==> src/rtl/amo_unit_if.sv <==
// amo_unit_if: bundles the EX-stage request/response handshake, the
// data-memory request port, and the reservation snoop/flush inputs.
//   slave  : the amo_unit side (consumes i_*, drives o_*)
//   master : the EX stage / memory / coherence side (drives i_*, consumes o_*)
interface amo_unit_if #(
  parameter int unsigned XLEN   = 64,
  parameter int unsigned ADDR_W = 32
);
  // EX-stage request
  logic              i_req_valid;
  logic              o_req_ready;
  logic [4:0]        i_op;
  logic              i_word;
  logic [ADDR_W-1:0] i_addr;
  logic [XLEN-1:0]   i_rs2;
  // EX-stage response
  logic              o_resp_valid;
  logic              i_resp_ready;
  logic [XLEN-1:0]   o_rd;
  logic              o_err;
  logic              o_err_bus;
  // data-memory port
  logic              o_mem_req;
  logic              o_mem_we;
  logic [ADDR_W-1:0] o_mem_addr;
  logic [XLEN-1:0]   o_mem_wdata;
  logic [XLEN/8-1:0] o_mem_be;
  logic              i_mem_ack;
  logic [XLEN-1:0]   i_mem_rdata;
  logic              i_mem_err;
  // reservation maintenance
  logic              i_snoop_valid;
  logic [ADDR_W-1:0] i_snoop_addr;
  logic              i_flush;

  modport slave (
    input  i_req_valid, i_op, i_word, i_addr, i_rs2, i_resp_ready,
           i_mem_ack, i_mem_rdata, i_mem_err, i_snoop_valid, i_snoop_addr, i_flush,
    output o_req_ready, o_resp_valid, o_rd, o_err, o_err_bus,
           o_mem_req, o_mem_we, o_mem_addr, o_mem_wdata, o_mem_be
  );

  modport master (
    output i_req_valid, i_op, i_word, i_addr, i_rs2, i_resp_ready,
           i_mem_ack, i_mem_rdata, i_mem_err, i_snoop_valid, i_snoop_addr, i_flush,
    input  o_req_ready, o_resp_valid, o_rd, o_err, o_err_bus,
           o_mem_req, o_mem_we, o_mem_addr, o_mem_wdata, o_mem_be
  );
endinterface

==> src/rtl/amo_unit.sv <==
// amo_unit: sequential RV-A execution unit. Runs LR/SC and AMO
// read-modify-write ops against a single data-memory port and holds the
// hart's LR reservation. .W ops on RV64 use one 32-bit lane, sign-extended.
// Ports:
//   clk, rst_n : clock, asynchronous active-low reset
//   bus        : amo_unit_if.slave (request/response, memory port, snoop/flush)
module amo_unit #(
  parameter int unsigned XLEN     = 64,
  parameter int unsigned ADDR_W   = 32,
  parameter int unsigned RES_GRAN = 3
) (
  input  logic        clk,
  input  logic        rst_n,
  amo_unit_if.slave   bus
);
  typedef enum logic [1:0] {S_IDLE, S_RD, S_WR, S_RESP} state_e;

  localparam logic [4:0] OP_ADD  = 5'b00000;
  localparam logic [4:0] OP_SWAP = 5'b00001;
  localparam logic [4:0] OP_LR   = 5'b00010;
  localparam logic [4:0] OP_SC   = 5'b00011;
  localparam logic [4:0] OP_XOR  = 5'b00100;
  localparam logic [4:0] OP_OR   = 5'b01000;
  localparam logic [4:0] OP_AND  = 5'b01100;
  localparam logic [4:0] OP_MIN  = 5'b10000;
  localparam logic [4:0] OP_MAX  = 5'b10100;
  localparam logic [4:0] OP_MINU = 5'b11000;
  localparam logic [4:0] OP_MAXU = 5'b11100;
  localparam int unsigned GW     = ADDR_W - RES_GRAN;

  state_e            state_q, state_d;
  logic [4:0]        op_q, op_d;
  logic              word_q, word_d;
  logic [ADDR_W-1:0] addr_q, addr_d;
  logic [XLEN-1:0]   rs2_q, rs2_d, mem_q, mem_d, rd_q, rd_d;
  logic              err_q, err_d, err_bus_q, err_bus_d;
  logic              resv_valid_q, resv_valid_d;
  logic [GW-1:0]     resv_gran_q, resv_gran_d;

  logic              req_word, misaligned, snoop_hit, sc_ok, lr_clear, hi_lane;
  logic [31:0]       word_lane;
  logic [XLEN-1:0]   rd_lane, opb, alu_res, wdata_lane;
  logic [XLEN/8-1:0] be_lane;

  assign req_word   = (XLEN == 32) || bus.i_word;
  assign misaligned = req_word ? (bus.i_addr[1:0] != 2'b00) : (bus.i_addr[2:0] != 3'b000);
  assign snoop_hit  = resv_valid_q && bus.i_snoop_valid &&
                      (bus.i_snoop_addr[ADDR_W-1:RES_GRAN] == resv_gran_q);
  assign sc_ok      = resv_valid_q && !snoop_hit &&
                      (bus.i_addr[ADDR_W-1:RES_GRAN] == resv_gran_q);
  // A clear arriving in the LR read-ack cycle must beat the reservation set,
  // so compare the snoop against the LR's own granule, not the old one.
  assign lr_clear   = bus.i_flush || (bus.i_snoop_valid &&
                      (bus.i_snoop_addr[ADDR_W-1:RES_GRAN] == addr_q[ADDR_W-1:RES_GRAN]));

  assign hi_lane   = (XLEN == 64) && word_q && addr_q[2];
  assign word_lane = 32'(bus.i_mem_rdata >> {hi_lane, 5'b0});
  // .W operands are held sign-extended; this keeps both signed and unsigned
  // 64-bit compares correct for 32-bit values and makes o_rd a plain copy.
  assign rd_lane   = word_q ? XLEN'($signed(word_lane)) : bus.i_mem_rdata;
  assign opb       = word_q ? XLEN'($signed(rs2_q[31:0])) : rs2_q;

  always_comb begin
    alu_res = opb;
    case (op_q)
      OP_ADD:  alu_res = mem_q + opb;
      OP_SWAP: alu_res = opb;
      OP_XOR:  alu_res = mem_q ^ opb;
      OP_OR:   alu_res = mem_q | opb;
      OP_AND:  alu_res = mem_q & opb;
      OP_MIN:  alu_res = ($signed(mem_q) <= $signed(opb)) ? mem_q : opb;
      OP_MAX:  alu_res = ($signed(mem_q) >= $signed(opb)) ? mem_q : opb;
      OP_MINU: alu_res = (mem_q <= opb) ? mem_q : opb;
      OP_MAXU: alu_res = (mem_q >= opb) ? mem_q : opb;
      default: alu_res = opb;
    endcase
  end

  assign wdata_lane = word_q ? (XLEN'(alu_res[31:0]) << {hi_lane, 5'b0}) : alu_res;
  assign be_lane    = word_q ? ((XLEN/8)'(4'hF) << {hi_lane, 2'b0}) : '1;

  assign bus.o_req_ready  = (state_q == S_IDLE);
  assign bus.o_resp_valid = (state_q == S_RESP);
  assign bus.o_rd         = (state_q == S_RESP) ? rd_q : '0;
  assign bus.o_err        = (state_q == S_RESP) && err_q;
  assign bus.o_err_bus    = (state_q == S_RESP) && err_bus_q;
  assign bus.o_mem_req    = (state_q == S_RD) || (state_q == S_WR);
  assign bus.o_mem_we     = (state_q == S_WR);
  assign bus.o_mem_addr   = bus.o_mem_req ? addr_q : '0;
  assign bus.o_mem_wdata  = (state_q == S_WR) ? wdata_lane : '0;
  assign bus.o_mem_be     = bus.o_mem_req ? be_lane : '0;

  always_comb begin
    state_d      = state_q;
    op_d         = op_q;
    word_d       = word_q;
    addr_d       = addr_q;
    rs2_d        = rs2_q;
    mem_d        = mem_q;
    rd_d         = rd_q;
    err_d        = err_q;
    err_bus_d    = err_bus_q;
    resv_valid_d = resv_valid_q;
    resv_gran_d  = resv_gran_q;
    if (snoop_hit || bus.i_flush) resv_valid_d = 1'b0;
    case (state_q)
      S_IDLE: begin
        if (bus.i_req_valid) begin
          op_d      = bus.i_op;
          word_d    = req_word;
          addr_d    = bus.i_addr;
          rs2_d     = bus.i_rs2;
          err_d     = 1'b0;
          err_bus_d = 1'b0;
          rd_d      = '0;
          if (misaligned) begin
            err_d        = 1'b1;
            resv_valid_d = 1'b0;
            state_d      = S_RESP;
          end else if (bus.i_op == OP_SC) begin
            resv_valid_d = 1'b0;
            if (sc_ok) begin
              state_d = S_WR;
            end else begin
              rd_d    = XLEN'(1);
              state_d = S_RESP;
            end
          end else begin
            state_d = S_RD;
          end
        end
      end
      S_RD: begin
        if (bus.i_mem_ack) begin
          if (bus.i_mem_err) begin
            err_d        = 1'b1;
            err_bus_d    = 1'b1;
            rd_d         = '0;
            resv_valid_d = 1'b0;
            state_d      = S_RESP;
          end else if (op_q == OP_LR) begin
            rd_d    = rd_lane;
            state_d = S_RESP;
            if (!lr_clear) begin
              resv_valid_d = 1'b1;
              resv_gran_d  = addr_q[ADDR_W-1:RES_GRAN];
            end
          end else begin
            mem_d   = rd_lane;
            state_d = S_WR;
          end
        end
      end
      S_WR: begin
        if (bus.i_mem_ack) begin
          if (bus.i_mem_err) begin
            err_d        = 1'b1;
            err_bus_d    = 1'b1;
            rd_d         = '0;
            resv_valid_d = 1'b0;
          end else begin
            rd_d = (op_q == OP_SC) ? '0 : mem_q;
          end
          state_d = S_RESP;
        end
      end
      S_RESP: begin
        if (bus.i_resp_ready) state_d = S_IDLE;
      end
      default: state_d = S_IDLE;
    endcase
  end

  always_ff @(posedge clk or negedge rst_n) begin
    if (!rst_n) begin
      state_q      <= S_IDLE;
      op_q         <= '0;
      word_q       <= 1'b0;
      addr_q       <= '0;
      rs2_q        <= '0;
      mem_q        <= '0;
      rd_q         <= '0;
      err_q        <= 1'b0;
      err_bus_q    <= 1'b0;
      resv_valid_q <= 1'b0;
      resv_gran_q  <= '0;
    end else begin
      state_q      <= state_d;
      op_q         <= op_d;
      word_q       <= word_d;
      addr_q       <= addr_d;
      rs2_q        <= rs2_d;
      mem_q        <= mem_d;
      rd_q         <= rd_d;
      err_q        <= err_d;
      err_bus_q    <= err_bus_d;
      resv_valid_q <= resv_valid_d;
      resv_gran_q  <= resv_gran_d;
    end
  end
endmodule
==> src/flat_wrapper.sv <==
// flat-port wrapper written by rule: the top's interface ports become plain ports
module amo_unit_flat 
#(
  parameter int unsigned XLEN     = 64,
  parameter int unsigned ADDR_W   = 32,
  parameter int unsigned RES_GRAN = 3
)
  (clk, rst_n, bus_i_req_valid, bus_i_op, bus_i_word, bus_i_addr, bus_i_rs2, bus_i_resp_ready, bus_i_mem_ack, bus_i_mem_rdata, bus_i_mem_err, bus_i_snoop_valid, bus_i_snoop_addr, bus_i_flush, bus_o_req_ready, bus_o_resp_valid, bus_o_rd, bus_o_err, bus_o_err_bus, bus_o_mem_req, bus_o_mem_we, bus_o_mem_addr, bus_o_mem_wdata, bus_o_mem_be);
  amo_unit_if #(.XLEN(XLEN), .ADDR_W(ADDR_W)) bus_i ();
  input  logic clk;
  input  logic rst_n;
  input wire logic [$bits(bus_i.i_req_valid)-1:0] bus_i_req_valid;
  input wire logic [$bits(bus_i.i_op)-1:0] bus_i_op;
  input wire logic [$bits(bus_i.i_word)-1:0] bus_i_word;
  input wire logic [$bits(bus_i.i_addr)-1:0] bus_i_addr;
  input wire logic [$bits(bus_i.i_rs2)-1:0] bus_i_rs2;
  input wire logic [$bits(bus_i.i_resp_ready)-1:0] bus_i_resp_ready;
  input wire logic [$bits(bus_i.i_mem_ack)-1:0] bus_i_mem_ack;
  input wire logic [$bits(bus_i.i_mem_rdata)-1:0] bus_i_mem_rdata;
  input wire logic [$bits(bus_i.i_mem_err)-1:0] bus_i_mem_err;
  input wire logic [$bits(bus_i.i_snoop_valid)-1:0] bus_i_snoop_valid;
  input wire logic [$bits(bus_i.i_snoop_addr)-1:0] bus_i_snoop_addr;
  input wire logic [$bits(bus_i.i_flush)-1:0] bus_i_flush;
  output wire logic [$bits(bus_i.o_req_ready)-1:0] bus_o_req_ready;
  output wire logic [$bits(bus_i.o_resp_valid)-1:0] bus_o_resp_valid;
  output wire logic [$bits(bus_i.o_rd)-1:0] bus_o_rd;
  output wire logic [$bits(bus_i.o_err)-1:0] bus_o_err;
  output wire logic [$bits(bus_i.o_err_bus)-1:0] bus_o_err_bus;
  output wire logic [$bits(bus_i.o_mem_req)-1:0] bus_o_mem_req;
  output wire logic [$bits(bus_i.o_mem_we)-1:0] bus_o_mem_we;
  output wire logic [$bits(bus_i.o_mem_addr)-1:0] bus_o_mem_addr;
  output wire logic [$bits(bus_i.o_mem_wdata)-1:0] bus_o_mem_wdata;
  output wire logic [$bits(bus_i.o_mem_be)-1:0] bus_o_mem_be;
  assign bus_i.i_req_valid = bus_i_req_valid;
  assign bus_i.i_op = bus_i_op;
  assign bus_i.i_word = bus_i_word;
  assign bus_i.i_addr = bus_i_addr;
  assign bus_i.i_rs2 = bus_i_rs2;
  assign bus_i.i_resp_ready = bus_i_resp_ready;
  assign bus_i.i_mem_ack = bus_i_mem_ack;
  assign bus_i.i_mem_rdata = bus_i_mem_rdata;
  assign bus_i.i_mem_err = bus_i_mem_err;
  assign bus_i.i_snoop_valid = bus_i_snoop_valid;
  assign bus_i.i_snoop_addr = bus_i_snoop_addr;
  assign bus_i.i_flush = bus_i_flush;
  assign bus_o_req_ready = bus_i.o_req_ready;
  assign bus_o_resp_valid = bus_i.o_resp_valid;
  assign bus_o_rd = bus_i.o_rd;
  assign bus_o_err = bus_i.o_err;
  assign bus_o_err_bus = bus_i.o_err_bus;
  assign bus_o_mem_req = bus_i.o_mem_req;
  assign bus_o_mem_we = bus_i.o_mem_we;
  assign bus_o_mem_addr = bus_i.o_mem_addr;
  assign bus_o_mem_wdata = bus_i.o_mem_wdata;
  assign bus_o_mem_be = bus_i.o_mem_be;
  amo_unit #(.XLEN(XLEN), .ADDR_W(ADDR_W), .RES_GRAN(RES_GRAN)) u_core (.clk(clk), .rst_n(rst_n), .bus(bus_i));
endmodule
==> config.mk <==
export PLATFORM = sky130hd
export DESIGN_NAME = amo_unit_flat
export DESIGN_NICKNAME = d
export VERILOG_FILES = /design/src/rtl/amo_unit_if.sv /design/src/rtl/amo_unit.sv /design/src/flat_wrapper.sv
export SDC_FILE = /design/constraint.sdc
export NUM_CORES = 1
export LEC_CHECK = 0
export ABC_AREA = 1
export CORE_AREA = 3 3 255 257
export DETAILED_ROUTE_END_ITERATION = 10
export DIE_AREA = 0 0 258 260
export GPL_ROUTABILITY_DRIVEN = 1
export PLACE_DENSITY = 0.66
export SYNTH_ARGS = -nofsm -noshare
export SYNTH_HDL_FRONTEND = slang
export SYNTH_SLANG_ARGS = --single-unit
export TNS_END_PERCENT = 1
==> constraint.sdc <==
create_clock -name clk -period 12.2 [get_ports clk]
set_clock_uncertainty 0.1 [all_clocks]
set_input_delay 1.83 -clock clk [delete_from_list [all_inputs] [get_ports clk]]
set_output_delay 1.83 -clock clk [all_outputs]
set_load 0.02 [all_outputs]
==> flow_metrics.env <==
export IMPL_die_w_um=258
export IMPL_cts_root_buf="clkbuf_16"
export IMPL_synth_largest_area_cell="dfrtp_1"
export IMPL_hp_class="reg2reg"
export IMPL_start_util=0.437
export IMPL_synthMuxAreaShare=0.0172
export IMPL_synth_async_sr_flop_share=1.00
export IMPL_final_cell_mix="nand2_1, inv_1, nand3_1, clkdlybuf4s50_1, nor2_1"
export IMPL_seq_area_frac_synth=0.240
export IMPL_critPathKind="reg2out"
export IMPL_synth_avg_cell_area_um2=6.24
export IMPL_clock_sinks=264
export IMPL_arrival_ns=7.64
export IMPL_layout_commonest_cell="nand2_1"
export IMPL_tns_ns=0
export IMPL_setup_worst_path_start_class="flop"
export IMPL_cts_resized=0
export IMPL_synth_top_area_frac=0.240
export IMPL_synth_edf_count=0
export IMPL_grt_ovfl_total=0
export IMPL_antenna_found_initial=7
export IMPL_cts_tree="done"
export IMPL_grt_pass1_vias=29800
export IMPL_io_pins=380
export IMPL_rsz0062_at_grt="false"
export IMPL_endpoint="bus_o_mem_wdata[29]"
export IMPL_period_minus_slack_ns=9.57
export IMPL_vias_per_cell=5.92
export IMPL_yosys_area_share_simple=0.324
export IMPL_cts_hold_buf=0
export IMPL_fmaxAchievable_mhz=104
export IMPL_die_height_um=260
export IMPL_yosys_warnings=0
export IMPL_drt_wl_total_um=135000
export IMPL_final_hold_viol_count=0
export IMPL_drt_pass1_iterations=6
export IMPL_gp_congestion=1.09
export IMPL_synth_top_family_by_area="simple AND/OR/NAND/NOR gates"
export IMPL_required_ns=10.27
export IMPL_ant_nets=0
export IMPL_status="finished, final reports clean"
export IMPL_utilization=0.526
export IMPL_drc_errors=0
export IMPL_relSlewSlack=0.204
export IMPL_reg2reg_depth=8
export IMPL_hpwl_um=101000
export IMPL_ys_seq_elements=264
export IMPL_synthXorXnorAreaFrac=0.0124
export IMPL_synth_flop_cell="dfrtp_1"
export IMPL_r2r_start="u_core.state_q[1]"
export IMPL_synth_area_leaders="dfrtp_1, nand2_1, ha_1"
export IMPL_startpoint="u_core.word_q"
export IMPL_coreArea_um2=63000
export IMPL_syn_nets=4815
export IMPL_netlist_instances=4412
export IMPL_dr_first_iter_drc_count=4349
export IMPL_crit_path_max_fanout=73
export IMPL_grt_pass1_wl_um=196000
export IMPL_clock_path_buffers=3
export IMPL_path_clk_slew_ns=0.06
export IMPL_setup_viol_count_final=0
export IMPL_portBuffers=376
export IMPL_whs_ns=0.391
export IMPL_maxCapViolCount=0
export IMPL_postCtsSetupBuffers=0
export IMPL_finalCritPeriodShare=0.785
export IMPL_fin_nets=5030
export IMPL_num_vias=32600
export IMPL_r2r_slack_ns=8.31
export IMPL_clkLatencyLatePin_ns=0.58
export IMPL_synth_cell_types=49
export IMPL_htree_levels=2
export IMPL_cts_buffers=36
export IMPL_tightest_slew_ns=1.19
export IMPL_yosys_area_share_adder=0.0898
export IMPL_wl_per_cell_um=24.5
export IMPL_area_growth_pct=20.3
export IMPL_end_kind="output port"
export IMPL_synth_compound_area_share=0.200
export IMPL_grt_usage=0.388
export IMPL_rows=92
export IMPL_synth_area_um2=27500
export IMPL_maxSlewViolCount=0
export IMPL_grt_max_degree=165
export IMPL_reg2reg_to="u_core.mem_q[17]"
export IMPL_drive_gt1_frac=0.0413
export IMPL_die_area_um2=67100
-- cell usage after synthesis, drive strengths merged, types with 13 or more instances --
master and instances:
nand2 1052, inv 583, nand3 482, nor2 375
a21oi 336, o21ai 326, dfrtp 264, ha 196
clkbuf 173, nand4 128, buf 72, o22ai 67
a22o 64, a211oi 54, mux2 42, o21a 32
nor3 29, xnor2 24, o21bai 19, xor2 15
a221oi 14, o211ai 13
-- area by class of cell --
type	count	area, um^2
clock inverter	14	241
fill	6476	29800
antenna	4	10.0
timing repair buffer	422	4150
tap	846	1060
inverter	585	2200
clock buffer	49	1040
multi-input combinational	3318	17800
sequential	264	6610
-- kinds of logic after synthesis --
| logic type | after synthesis |
|---|---|
| xor gates and xnor gates | 39 |
| DFF | 264 |
| muxes | 42 |
| and+or+nand+nor | 2089 |
| adders and majority gates | 197 |
| buffers and inverters | 830 |
| AOI/OAI and AO/OA | 951 |
-- per-stage QoR --
| step | setup slack (ns) | std cells | cell area, um^2 |
|---|---|---|---|
| floorplan | 6.74 | 4412 | 27500 |
| global placement | 3.42 | 5435 | 31900 |
| detailed placement | 3.43 | 5435 | 31900 |
| CTS | 2.82 | 5498 | 33100 |
| global route | 2.50 | 5498 | 33100 |
| finish | 2.63 | 5502 | 33100 |
-- critical path, stage by stage (launching register included) --
cell and delay, ns:
dfrtp_1 0.55, inv_2 0.28, buf_12 0.31, a21oi_1 0.48, ha_1 0.39, nor2_1 0.16, nand3_1 0.09, nor2_1 0.22
nand3_1 0.25, nor3_2 0.36, nand2_2 0.08, buf_4 0.25, nand2_4 0.51, nand3_2 0.43, nand2_1 0.59, buf_4 0.43
nand2_1 0.08, nand2_1 0.08, nor2_1 0.09, nand3_1 0.12, nand2_1 0.08, nor2_1 0.41, clkdlybuf4s50_1 0.71
-- per-layer routing --
layer / GRT usage / vias up / share of wire / wire, um
met5: 0 / - / 0.00025 / 34
met4: 0.211 / 8 / 0.065 / 8790
met3: 0.129 / 352 / 0.13 / 17400
met2: 0.583 / 2007 / 0.42 / 56200
met1: 0.491 / 15200 / 0.39 / 52200
li1: - / 15100 / - / -
-- flip-flops by register name, indices dropped and copies added (netlist names) --
register	count
u_core.rd_q	64
u_core.err_bus_q	1
u_core.word_q	1
u_core.resv_valid_q	1
u_core.mem_q	64
u_core.addr_q	32
u_core.resv_gran_q	29
u_core.op_q	5
u_core.err_q	1
u_core.state_q	2
u_core.rs2_q	64
-- how the worst min path moves through the flow --
stage / to / slack, ns / depth (start not counted) / startpoint
2_1_floorplan: u_core.err_bus_q / 0.35 / 2 / u_core.err_bus_q
3_3_place_gp: u_core.err_q / 0.37 / 2 / u_core.err_q
3_5_place_dp: u_core.err_q / 0.38 / 2 / u_core.err_q
4_1_cts: u_core.err_q / 0.40 / 2 / u_core.err_q
5_1_grt: u_core.rd_q[16] / 0.41 / 1 / u_core.rd_q[16]
6_report: u_core.err_q / 0.39 / 2 / u_core.err_q
Power is left out: the tool's default activity adds up to more than one toggle a clock period on the data nets, which glitch-free logic cannot reach.
